===== config.mk =====
export PLATFORM = sky130hd
export DESIGN_NAME = audio_sfx_scheduler_flat
export DESIGN_NICKNAME = d
export VERILOG_FILES = /design/src/rtl/audio_sfx_scheduler_if.sv /design/src/rtl/audio_sfx_scheduler.sv /design/src/flat_wrapper.sv
export SDC_FILE = /design/constraint.sdc
export NUM_CORES = 1
export LEC_CHECK = 0
export ABC_AREA = 0
export CAP_MARGIN = 20
export CORE_MARGIN = 2
export CORE_UTILIZATION = 47
export CTS_BUF_LIST = sky130_fd_sc_hd__clkbuf_16
export CTS_CLUSTER_DIAMETER = 40
export DETAILED_ROUTE_END_ITERATION = 16
export HOLD_SLACK_MARGIN = 0.08
export PLACE_DENSITY = 0.82
export SYNTH_ARGS = -nofsm -noshare
export SYNTH_HDL_FRONTEND = slang
export SYNTH_SLANG_ARGS = --single-unit

===== constraint.sdc =====
create_clock -name HCLK -period 2.55 [get_ports HCLK]
set_input_delay 0.51 -clock HCLK [delete_from_list [all_inputs] [get_ports HCLK]]
set_output_delay 0.51 -clock HCLK [all_outputs]
set_load 0.005 [all_outputs]

===== src/rtl/audio_sfx_scheduler_if.sv =====
// Request/grant handshake between game-logic requesters and the SFX scheduler.
// PERWIDTH mirrors audio_values.vh so the bundle elaborates standalone.
`ifndef PERWIDTH
`define PERWIDTH 12
`endif

interface audio_sfx_scheduler_if #(
  parameter int DURWIDTH  = 8,
  parameter int PRIOWIDTH = 2
);
  logic                  req_valid;
  logic                  req_ready;
  logic [`PERWIDTH-1:0]  req_period;
  logic [DURWIDTH-1:0]   req_dur;
  logic [PRIOWIDTH-1:0]  req_prio;
  logic                  grant_valid;
  logic [1:0]            grant_chan;

  modport master (
    output req_valid, req_period, req_dur, req_prio,
    input  req_ready, grant_valid, grant_chan
  );

  modport slave (
    input  req_valid, req_period, req_dur, req_prio,
    output req_ready, grant_valid, grant_chan
  );
endinterface


===== src/rtl/audio_sfx_scheduler.sv =====
// Allocates one-shot tone requests to 4 mixer channels and times them out on tick.
// Build option: AUDIO_SFX_PREEMPT_EN enables priority-based preemption of busy channels.
`ifndef PERWIDTH
`define PERWIDTH 12
`endif

module audio_sfx_scheduler #(
  parameter int DURWIDTH  = 8,
  parameter int PRIOWIDTH = 2
) (
  input  logic                 HCLK,
  input  logic                 reset,
  input  logic                 tick,
  input  logic                 stop_all,
  audio_sfx_scheduler_if.slave req,
  output logic [3:0]           busy,
  output logic [3:0]           mute,
  output logic [`PERWIDTH-1:0] period0,
  output logic [`PERWIDTH-1:0] period1,
  output logic [`PERWIDTH-1:0] period2,
  output logic [`PERWIDTH-1:0] period3
);

  logic [3:0]                       busy_q, busy_d;
  logic [3:0][DURWIDTH-1:0]         rem_q, rem_d;
  logic [3:0][`PERWIDTH-1:0]        per_q, per_d;
  logic                             grant_vld_q, grant_vld_d;
  logic [1:0]                       grant_chan_q, grant_chan_d;

  logic                             free_vld;
  logic [1:0]                       free_idx;
  logic                             room;
  logic [1:0]                       sel;
  logic                             load;

`ifdef AUDIO_SFX_PREEMPT_EN
  logic [3:0][PRIOWIDTH-1:0]        prio_q, prio_d;
  logic                             vic_vld;
  logic [1:0]                       vic_idx;
  logic [PRIOWIDTH-1:0]             vic_prio;
`else
  logic                             unused_prio;
  assign unused_prio = ^req.req_prio;
`endif

  always_comb begin
    free_vld = 1'b0;
    free_idx = 2'd0;
    for (int i = 3; i >= 0; i--) begin
      if (!busy_q[i]) begin
        free_vld = 1'b1;
        free_idx = 2'(i);
      end
    end
`ifdef AUDIO_SFX_PREEMPT_EN
    // Strict '<' keeps the lowest index on ties and never evicts an equal priority.
    vic_vld  = 1'b0;
    vic_idx  = 2'd0;
    vic_prio = '0;
    for (int i = 0; i < 4; i++) begin
      if ((prio_q[i] < req.req_prio) && (!vic_vld || (prio_q[i] < vic_prio))) begin
        vic_vld  = 1'b1;
        vic_idx  = 2'(i);
        vic_prio = prio_q[i];
      end
    end
    room = free_vld || vic_vld;
    sel  = free_vld ? free_idx : vic_idx;
`else
    room = free_vld;
    sel  = free_idx;
`endif
  end

  assign req.req_ready = !stop_all && room;
  assign load = req.req_valid && req.req_ready && (req.req_dur != '0);

  always_comb begin
    busy_d       = busy_q;
    rem_d        = rem_q;
    per_d        = per_q;
`ifdef AUDIO_SFX_PREEMPT_EN
    prio_d       = prio_q;
`endif
    grant_vld_d  = load;
    grant_chan_d = load ? sel : grant_chan_q;
    for (int i = 0; i < 4; i++) begin
      if (stop_all) begin
        busy_d[i] = 1'b0;
      end else if (load && (sel == 2'(i))) begin
        // A load overrides a same-cycle tick on this channel.
        busy_d[i] = 1'b1;
        rem_d[i]  = req.req_dur;
        per_d[i]  = req.req_period;
`ifdef AUDIO_SFX_PREEMPT_EN
        prio_d[i] = req.req_prio;
`endif
      end else if (tick && busy_q[i]) begin
        if (rem_q[i] == DURWIDTH'(1)) begin
          busy_d[i] = 1'b0;
        end else begin
          rem_d[i] = rem_q[i] - DURWIDTH'(1);
        end
      end
    end
  end

  always_ff @(posedge HCLK or posedge reset) begin
    if (reset) begin
      busy_q       <= '0;
      rem_q        <= '0;
      per_q        <= '0;
      grant_vld_q  <= 1'b0;
      grant_chan_q <= 2'd0;
`ifdef AUDIO_SFX_PREEMPT_EN
      prio_q       <= '0;
`endif
    end else begin
      busy_q       <= busy_d;
      rem_q        <= rem_d;
      per_q        <= per_d;
      grant_vld_q  <= grant_vld_d;
      grant_chan_q <= grant_chan_d;
`ifdef AUDIO_SFX_PREEMPT_EN
      prio_q       <= prio_d;
`endif
    end
  end

  assign req.grant_valid = grant_vld_q;
  assign req.grant_chan  = grant_chan_q;
  assign busy            = busy_q;
  assign mute            = ~busy_q;
  assign period0         = per_q[0];
  assign period1         = per_q[1];
  assign period2         = per_q[2];
  assign period3         = per_q[3];

endmodule


===== src/flat_wrapper.sv =====
// flat-port wrapper written by rule: the top's interface ports become plain ports
module audio_sfx_scheduler_flat 
#(
  parameter int DURWIDTH  = 8,
  parameter int PRIOWIDTH = 2
)
  (HCLK, reset, tick, stop_all, busy, mute, period0, period1, period2, period3, req_req_valid, req_req_period, req_req_dur, req_req_prio, req_req_ready, req_grant_valid, req_grant_chan);
  audio_sfx_scheduler_if #(.DURWIDTH(DURWIDTH), .PRIOWIDTH(PRIOWIDTH)) req_i ();
  input  logic HCLK;
  input  logic reset;
  input  logic tick;
  input  logic stop_all;
  output logic [3:0] busy;
  output logic [3:0] mute;
  output logic [`PERWIDTH-1:0] period0;
  output logic [`PERWIDTH-1:0] period1;
  output logic [`PERWIDTH-1:0] period2;
  output logic [`PERWIDTH-1:0] period3;
  input wire logic [$bits(req_i.req_valid)-1:0] req_req_valid;
  input wire logic [$bits(req_i.req_period)-1:0] req_req_period;
  input wire logic [$bits(req_i.req_dur)-1:0] req_req_dur;
  input wire logic [$bits(req_i.req_prio)-1:0] req_req_prio;
  output wire logic [$bits(req_i.req_ready)-1:0] req_req_ready;
  output wire logic [$bits(req_i.grant_valid)-1:0] req_grant_valid;
  output wire logic [$bits(req_i.grant_chan)-1:0] req_grant_chan;
  assign req_i.req_valid = req_req_valid;
  assign req_i.req_period = req_req_period;
  assign req_i.req_dur = req_req_dur;
  assign req_i.req_prio = req_req_prio;
  assign req_req_ready = req_i.req_ready;
  assign req_grant_valid = req_i.grant_valid;
  assign req_grant_chan = req_i.grant_chan;
  audio_sfx_scheduler #(.DURWIDTH(DURWIDTH), .PRIOWIDTH(PRIOWIDTH)) u_core (.HCLK(HCLK), .reset(reset), .tick(tick), .stop_all(stop_all), .req(req_i), .busy(busy), .mute(mute), .period0(period0), .period1(period1), .period2(period2), .period3(period3));
endmodule

# Word-level counts from Yosys, hierarchy flattened
# Cells that the tools add are included.
# totals
word_cells	105
regBits	87
input_bits	27
# classes
add_sub_neg	4
n_bitwise	2
n_reduce_logical	38
muxes	36
n_eq_ne	11
# ops
cell	count
$mux 8	12
$eq 8x1->1 const B	4
$sub 8x1->8 const B	4
$reduce_bool 3->1	8
$mux 1	20
$reduce_and 2->1	8
$reduce_and 3->1	4
$logic_and 1x1->1	11
$mux 2	4
$ne 2x1->1 const B	4
$reduce_bool 2->1	4
$reduce_bool 8->1	1
$eq 2x2->1 const B	2
$not 4->4	1
$eq 2x1->1 const B	1
$logic_not 2->1	1
$logic_not 1->1	1
$not 1->1	1

# Logic depth before layout (Yosys ltp)
# depth
ltp_word	10
depth_mapped	8
ltp_nobuf	6

# Least setup slack after synthesis
# Ideal clock, no wire load.
# synth_timing
kind	input -> register
startpoint	input req_req_dur[1]
endpoint	register u_core.per_q, in the netlist u_core.period3[0]
arrival_ns	2.023
cell_stages	5
required_ns	2.425
slack_ns	0.402
setup_time_ns	0.125
n_path_buf	2
cell_sequence	nor4_4 > a211o_1 > clkbuf_1 > buf_2 > mux2_2
# synth_via
elab_chain_cells	4
# synth_rtl
item	line	source
start, declared	flat_wrapper.sv:21	input wire logic [$bits(req_i.req_dur)-1:0] req_req_dur;
$reduce_bool 8->1	audio_sfx_scheduler.sv:76	assign load = req.req_valid && req.req_ready && (req.req_dur != '0);
$logic_and 1x1->1	audio_sfx_scheduler.sv:76	
$logic_and 1x1->1	audio_sfx_scheduler.sv:90	end else if (load && (sel == 2'(i))) begin
$reduce_and 2->1 (no source line)	n/a	
end signal, assigned	audio_sfx_scheduler.sv:121	per_q <= per_d;
end, declared	audio_sfx_scheduler.sv:26	logic [3:0][`PERWIDTH-1:0] per_q, per_d;
# No other way between the ends.
# A chain may end at the register's enable or synchronous reset.

# Worst setup path after layout
# layout_timing
startpoint	register u_core.rem_q[11] (netlist name)
endpoint	register u_core.rem_q[15] (netlist name)
# layout_via
elab_chain_cells	4
# layout_rtl
item	line	source
start, declared	audio_sfx_scheduler.sv:25	logic [3:0][DURWIDTH-1:0] rem_q, rem_d;
start signal, assigned	audio_sfx_scheduler.sv:120	rem_q <= rem_d;
$sub 8x1->8	audio_sfx_scheduler.sv:102	rem_d[i] = rem_q[i] - DURWIDTH'(1);
$mux 8	audio_sfx_scheduler.sv:99	if (rem_q[i] == DURWIDTH'(1)) begin
$mux 8	audio_sfx_scheduler.sv:98	end else if (tick && busy_q[i]) begin
$mux 8	audio_sfx_scheduler.sv:90	
# Parallel ways exist; a longest one is shown, timed or not. The select of a mux whose other input is x is not followed.

==> metrics.md <==
| Metric | Value |
|---|---|
| Worst hold path type | in -> async |
| RSZ-0062 raised after global routing | no |
| Reg-to-reg slack, setup | 0.18 ns |
| MaxCap Viol Count | 0 |
| Post-CTS Resized | 0 |
| Reg2reg path depth | 4 |
| Syn avg cell area | 10.3 sq um |
| First-pass GRT wire length | 18600 um |
| Pleak | 2.66 nW |
| Status | complete, no violations |
| Antenna diode count | 0 |
| Pins Over Slew Limit | 0 |
| Post-synthesis mux area share | 0.116 |
| Power, Total | 4.19 mW |
| Layout area overhead | 36.1% |
| Setup crit end kind | flip-flop |
| Vias/cell | 5.69 |
| Setup TNS | 0 ns |
| Layout Nets | 557 |
| Final Hold Fails | 0 |
| Die height | 99.3 um |
| CTS Buf Count | 9 |
| Worst slew margin | 0.510 |
| Arr. time, crit path | 2.58 ns |
| Distinct cells, synth | 48 |
| Main combinational cell family by area after synthesis | simple AND/OR/NAND/NOR gates |
| DR iter-0 viols | 227 |
| Fmax | 423 MHz |
| Sequential area share after synthesis | 0.510 |
| Critical path class | reg -> reg |
| Remaining Overflow, GRT | 0 |
| Reg2Reg Launch Point | u_core.rem_q[11] |
| Die area | 9860 sq um |
| Least-Margin Pin Slew | 0.733 ns |
| Gr usage total | 0.239 |
| Final period utilization | 0.928 |
| Via count | 3615 |
| Post-Synth Simple-Gate Area | 0.182 |
| HPWL after detailed placement | 7840 um |
| Startpoint types | flip-flop |
| Maximum VDD drop | 0.474 mV |
| Met2 Use GR | 0.385 |
| Compound-gate portion of the synthesized area | 0.123 |
| Ys async rst share | 1.00 |
| Postcts setup bufs | 0 |
| # H-tree levels | 3 |
| Most frequent cells in the layout | dfrtp_1 (87), nand2_1 (84), clkdlybuf4s50_1 (84), buf_4 (30), inv_1 (23) |
| PD cells | 721 nW/um^2 |
| Area of the mapped netlist | 4270 sq um |
| Ys flop type | dfrtp_1 |
| Min Tclk post-route | 2.37 ns |
| EDFF count, synth | 0 |
| Post-CTS Hold Fix Bufs | 0 |
| Pin count of the biggest net entering global routing | 34 |
| Pre-Repair DR Iteration Count | 5 |
| Critical Path Fanout Max | 15 |
| Core Area | 8760 sq um |
| TritonCTS clock tree | built |
| Most common cell after layout, fill and taps aside | dfrtp_1 |
| IO Port Bufs | 84 |
| Net Count, Synth | 449 |
| Worst Skew | 0.00434 ns |
| Root Buffer Master | clkbuf_16 |
| Ports | 87 |
| Yosys reg bits | 87 |
| Synth Area in XOR/XNOR | 0.00411 |
| Layout Utilization | 0.663 |
| Met3 track demand over resource | 0.0907 |
| CP required | 2.77 ns |
| RD Place Congestion | 0.861 |
| Max clock buf depth | 2 |
| YS warnings | 0 |
| Share of layout cells above drive strength 1 | 0.133 |
| Area share of fa/ha/maj cells after synthesis | 0.0235 |
| Slowest CP cell | o311ai_4 |
| Die Wd | 99.3 um |
| GRT busiest layer | met2 |
| Met1 usage | 0.299 |
| Fillers | 646 |
| Reg-to-Reg End | u_core.rem_q[15] |
| Cell Chain, Critical Path | or4_1, o311ai_4, mux2i_1, a221o_1 |
| DRT Wirelength | 11200 um |
| Syn Inst Count | 414 |
| DRC | 0 |
| Clk_lat worst skew | 0.33 ns |
| Initial antenna violation count | 0 |
| Starting Density | 0.487 |
| Routed WL per cell | 17.6 um |
| DRT antenna net count | 0 |
| Clock sink count | 87 |
| Delay of the slowest critical-path stage | 0.69 ns |
| Num rows | 34 |
| # setup viols final | 0 |
| Clock-pin slew on the worst setup and hold paths | 0.06 ns |
| Vias in the first global route | 3786 |
[sequential cells by signal, summed over array words and instances (netlist names)]
signal,count
u_core.rem_q,32
u_core.period0,12
u_core.period1,12
u_core.period2,12
u_core.period3,12
u_core.busy,4
u_core.req.grant_chan,2
u_core.req.grant_valid,1
[where the power goes]
group          internal [mW]  switching (mW)  total [mW]
sequential              1.60           0.178        1.77
clock                  0.972           0.564        1.54
combinational          0.491           0.388       0.879
total                   3.06            1.13        4.19
[how the worst max path moves through the flow]
stage	start	end	depth (start not counted)
floorplan	req_req_dur[1]	u_core.period3[0]	5
global placement	req_req_dur[0]	u_core.period1[5]	6
detailed placement	req_req_dur[0]	u_core.period1[5]	6
CTS	u_core.rem_q[11]	u_core.rem_q[15]	4
global route	u_core.rem_q[11]	u_core.rem_q[11]	4
finish	u_core.rem_q[11]	u_core.rem_q[15]	4
[stage by stage]
stage	cells	hold WS (ns)	instance area [sq um]	setup slack [ns]
after floorplan	414	0.470	4270	0.402
final	635	0.416	5810	0.184
after CTS	635	0.408	5810	0.179
after detailed placement	619	0.461	5460	0.0660
after global routing	635	0.415	5810	0.0522
after global placement	619	0.457	5460	0.114
[cell type report]
class | instances | area [sq um] | share of cell area
Clock buffer | 9 | 225 | 0.0388
Clock inverter | 7 | 125 | 0.0215
Inverter | 24 | 93.8 | 0.0162
Multi-Input combinational cell | 283 | 1920 | 0.331
Sequential cell | 87 | 2180 | 0.375
Tap cell | 108 | 135 | 0.0233
Timing Repair Buffer | 117 | 1130 | 0.194
[metal layers]
metal,up-vias,routed length [um]
met5,-,0
met4,0,259
met3,26,1170
met2,138,5120
met1,1771,4610
li1,1680,-
[cell usage after synthesis, types with 2 or more instances]
master | count | area share
inv_1 | 24 | 0.021
mux2i_1 | 18 | 0.042
mux2_1 | 15 | 0.040
buf_2 | 2 | 0.0023
a21o_1 | 4 | 0.0070
a211o_1 | 4 | 0.0082
nor4b_1 | 2 | 0.0041
a22oi_1 | 2 | 0.0035
mux2_2 | 13 | 0.034
o21ai_0 | 2 | 0.0023
a221o_1 | 11 | 0.026
nor4_1 | 6 | 0.0088
ha_1 | 8 | 0.023
nor3_1 | 16 | 0.019
nand3_1 | 5 | 0.0059
nand2b_1 | 7 | 0.010
clkbuf_1 | 17 | 0.015
a21oi_1 | 9 | 0.011
nor2b_1 | 4 | 0.0059
o21ai_1 | 10 | 0.012
nor2_1 | 19 | 0.017
nor4_4 | 2 | 0.010
dfrtp_1 | 87 | 0.51
or3_1 | 5 | 0.0073
a211oi_1 | 5 | 0.0088
nand3b_1 | 2 | 0.0035
nand2_1 | 84 | 0.074
a32oi_1 | 7 | 0.014
xnor2_1 | 2 | 0.0041
or4_1 | 3 | 0.0053
a22o_1 | 2 | 0.0041
[logic make-up (layout without fill, tap and decap cells)]
kind of cell / Yosys count / in the layout
AND/OR/NAND/NOR: 161 / 161
flip-flops: 87 / 87
AO/OA/AOI/OAI: 66 / 66
multiplexers: 46 / 46
buffers and inverters: 44 / 157
adder cells (fa/ha/maj): 8 / 8
XOR/XNOR: 2 / 2
[critical path, delay by kind of cell, from the launching register on]
kind	cells	cell delay [ns]
AO/OA/AOI/OAI	2	1.01
flip-flops	1	0.43
multiplexers	1	0.17
AND/OR/NAND/NOR	1	0.63
Note: power is estimated with default switching activity, not from simulation.
==> RTL edit: new RTL, same flow settings <==
`DURWIDTH` is set to 8 in 3 places; all go to 10.
--- a/src/rtl/audio_sfx_scheduler_if.sv
+++ b/src/rtl/audio_sfx_scheduler_if.sv
@@ -5,7 +5,7 @@
 `endif
 
 interface audio_sfx_scheduler_if #(
-  parameter int DURWIDTH  = 8,
+  parameter int DURWIDTH  = 10,
   parameter int PRIOWIDTH = 2
 );
   logic                  req_valid;
--- a/src/rtl/audio_sfx_scheduler.sv
+++ b/src/rtl/audio_sfx_scheduler.sv
@@ -5,7 +5,7 @@
 `endif
 
 module audio_sfx_scheduler #(
-  parameter int DURWIDTH  = 8,
+  parameter int DURWIDTH  = 10,
   parameter int PRIOWIDTH = 2
 ) (
   input  logic                 HCLK,
--- a/src/flat_wrapper.sv
+++ b/src/flat_wrapper.sv
@@ -1,7 +1,7 @@
 // flat-port wrapper written by rule: the top's interface ports become plain ports
 module audio_sfx_scheduler_flat 
 #(
-  parameter int DURWIDTH  = 8,
+  parameter int DURWIDTH  = 10,
   parameter int PRIOWIDTH = 2
 )
   (HCLK, reset, tick, stop_all, busy, mute, period0, period1, period2, period3, req_req_valid, req_req_period, req_req_dur, req_req_prio, req_req_ready, req_grant_valid, req_grant_chan);
Interface: changed (resized req_req_dur); port bits go from 87 to 89. The function was not compared with the original's and may differ.
==> RTL edit against the unedited design <==
Worst setup slack worse by 0.025 ns; sequential cell count up 8; combinational power up 14%; power up 2.0%; clock power down 14%; sequential power up 10%; routed wire length up 22%; global-route usage up 1.5 points; design area up 11%; synthesized area up 12%; first-iteration DRC count up 51%; cell count up 15%.
==> RTL edit: results (changes against the unedited design) <==
| Metric | Value |
|---|---|
| Status | completed (unchanged) |
| Multi-Input Combinational | 335 (was 283) |
| Fin nets | 631 (was 557) |
| Filler cells | 772 (was 646) |
| Crit path to | req_req_ready (was u_core.rem_q[15]) |
| Synthesized flop and latch total | 95 (was 87) |
| Crit path from | stop_all (was u_core.rem_q[11]) |
| Gate power share | 23.5% (was 21.0%) |
| Final clock-cell share | 4.441% (was 6.033%) |
| HP Class | reg2reg (was in2async) |
| Max reg flops | 40 (was 32) |
| Leakage power total | 2.823 nW (was 2.662 nW) |
| Met2 GRT Util | 39.15% (was 38.46%) |
| GRT Total Usage | 25.42% (was 23.92%) |
| Inverters | 23 (was 24) |
| HPWL Detailed | 9653 um (was 7840 um) |
| FF-to-FF setup slack | 0.31 ns (was 0.18 ns) |
| Hold slack | 0.4751 ns (was 0.4161 ns) |
| Area of the multi-input gates | 2276 um^2 (was 1924 um^2) |
| Wire length per cell | 18.61 um (was 17.58 um) |
| GRT met3 Usage | 8.297% (was 9.065%) |
| Global-route wire length before repair | 22380 um (was 18620 um) |
| Most frequent cells after synthesis | 100 x nand2_1, 95 x dfrtp_1, 27 x mux2_2, 23 x inv_1, 19 x nor2_1 (was 87 x dfrtp_1, 84 x nand2_1, 24 x inv_1, 19 x nor2_1, 18 x mux2i_1) |
| Reg2reg start | u_core.rem_q[21] (was u_core.rem_q[11]) |
| Vias in the first global route | 4440 (was 3786) |
| Clock Skew | 0.01219 ns (was 0.004339 ns) |
| Maximum vdd drop | 0.4702 mV (was 0.4736 mV) |
| Sequential fraction of design power | 45.6% (was 42.3%) |
| IO Port Bufs | 86 (was 84) |
| Worst path arrival time | 1.88 ns (was 2.58 ns) |
| Layout cell share with drive strength beyond 1 | 16.89% (was 13.28%) |
| GR Util met1 | 33.39% (was 29.94%) |
| Worst skew pair latency | 0.35 ns (was 0.33 ns) |
| WL final | 13610 um (was 11170 um) |
| Max Fanout on Critical Path | 4 (was 15) |
| Worst-Margin Slew | 0.6966 ns (was 0.7332 ns) |
| M1 WL | 5763 um (was 4613 um) |
| Signal buffers | 130 (was 117) |
| Reg2reg end | u_core.rem_q[26] (was u_core.rem_q[15]) |
| Placer congestion estimate | 0.8932 (was 0.8608) |
| R2R depth | 6 (was 4) |
| Cell count after synthesis | 474 (was 414) |
| DP Worst Slack | -0.07393 ns (was 0.06602 ns) |
==> RTL edit: per-stage QoR <==
| step | util, % | area (um^2) |
|---|---|---|
| 2_1_floorplan | - | 4802 |
| 3_3_place_gp | 62.23 | 6138 |
| 3_5_place_dp | 62.23 | 6138 |
| 4_1_cts | 65.12 | 6424 |
| 5_1_grt | 65.12 | 6424 |
| 6_report | 65.12 | 6424 |
==> RTL edit: cell families (layout without fill, tap and decap cells) <==
| logic type | after synthesis | count (layout) | synth area share (%) |
|---|---|---|---|
| compound gates | 89 | 89 | 15.36 |
| fa+ha+maj | 8 | 8 | 2.086 |
| buf+inv | 44 | 168 | 3.807 |
| flops | 95 | 95 | 49.54 |
| mux | 33 | 33 | 7.588 |
| simple gates | 205 | 205 | 21.62 |
==> RTL edit: critical path, cell delays in order <==
cell and delay (ns):
clkdlybuf4s50_1 0.49, a41oi_1 0.31, clkdlybuf4s50_1 0.57
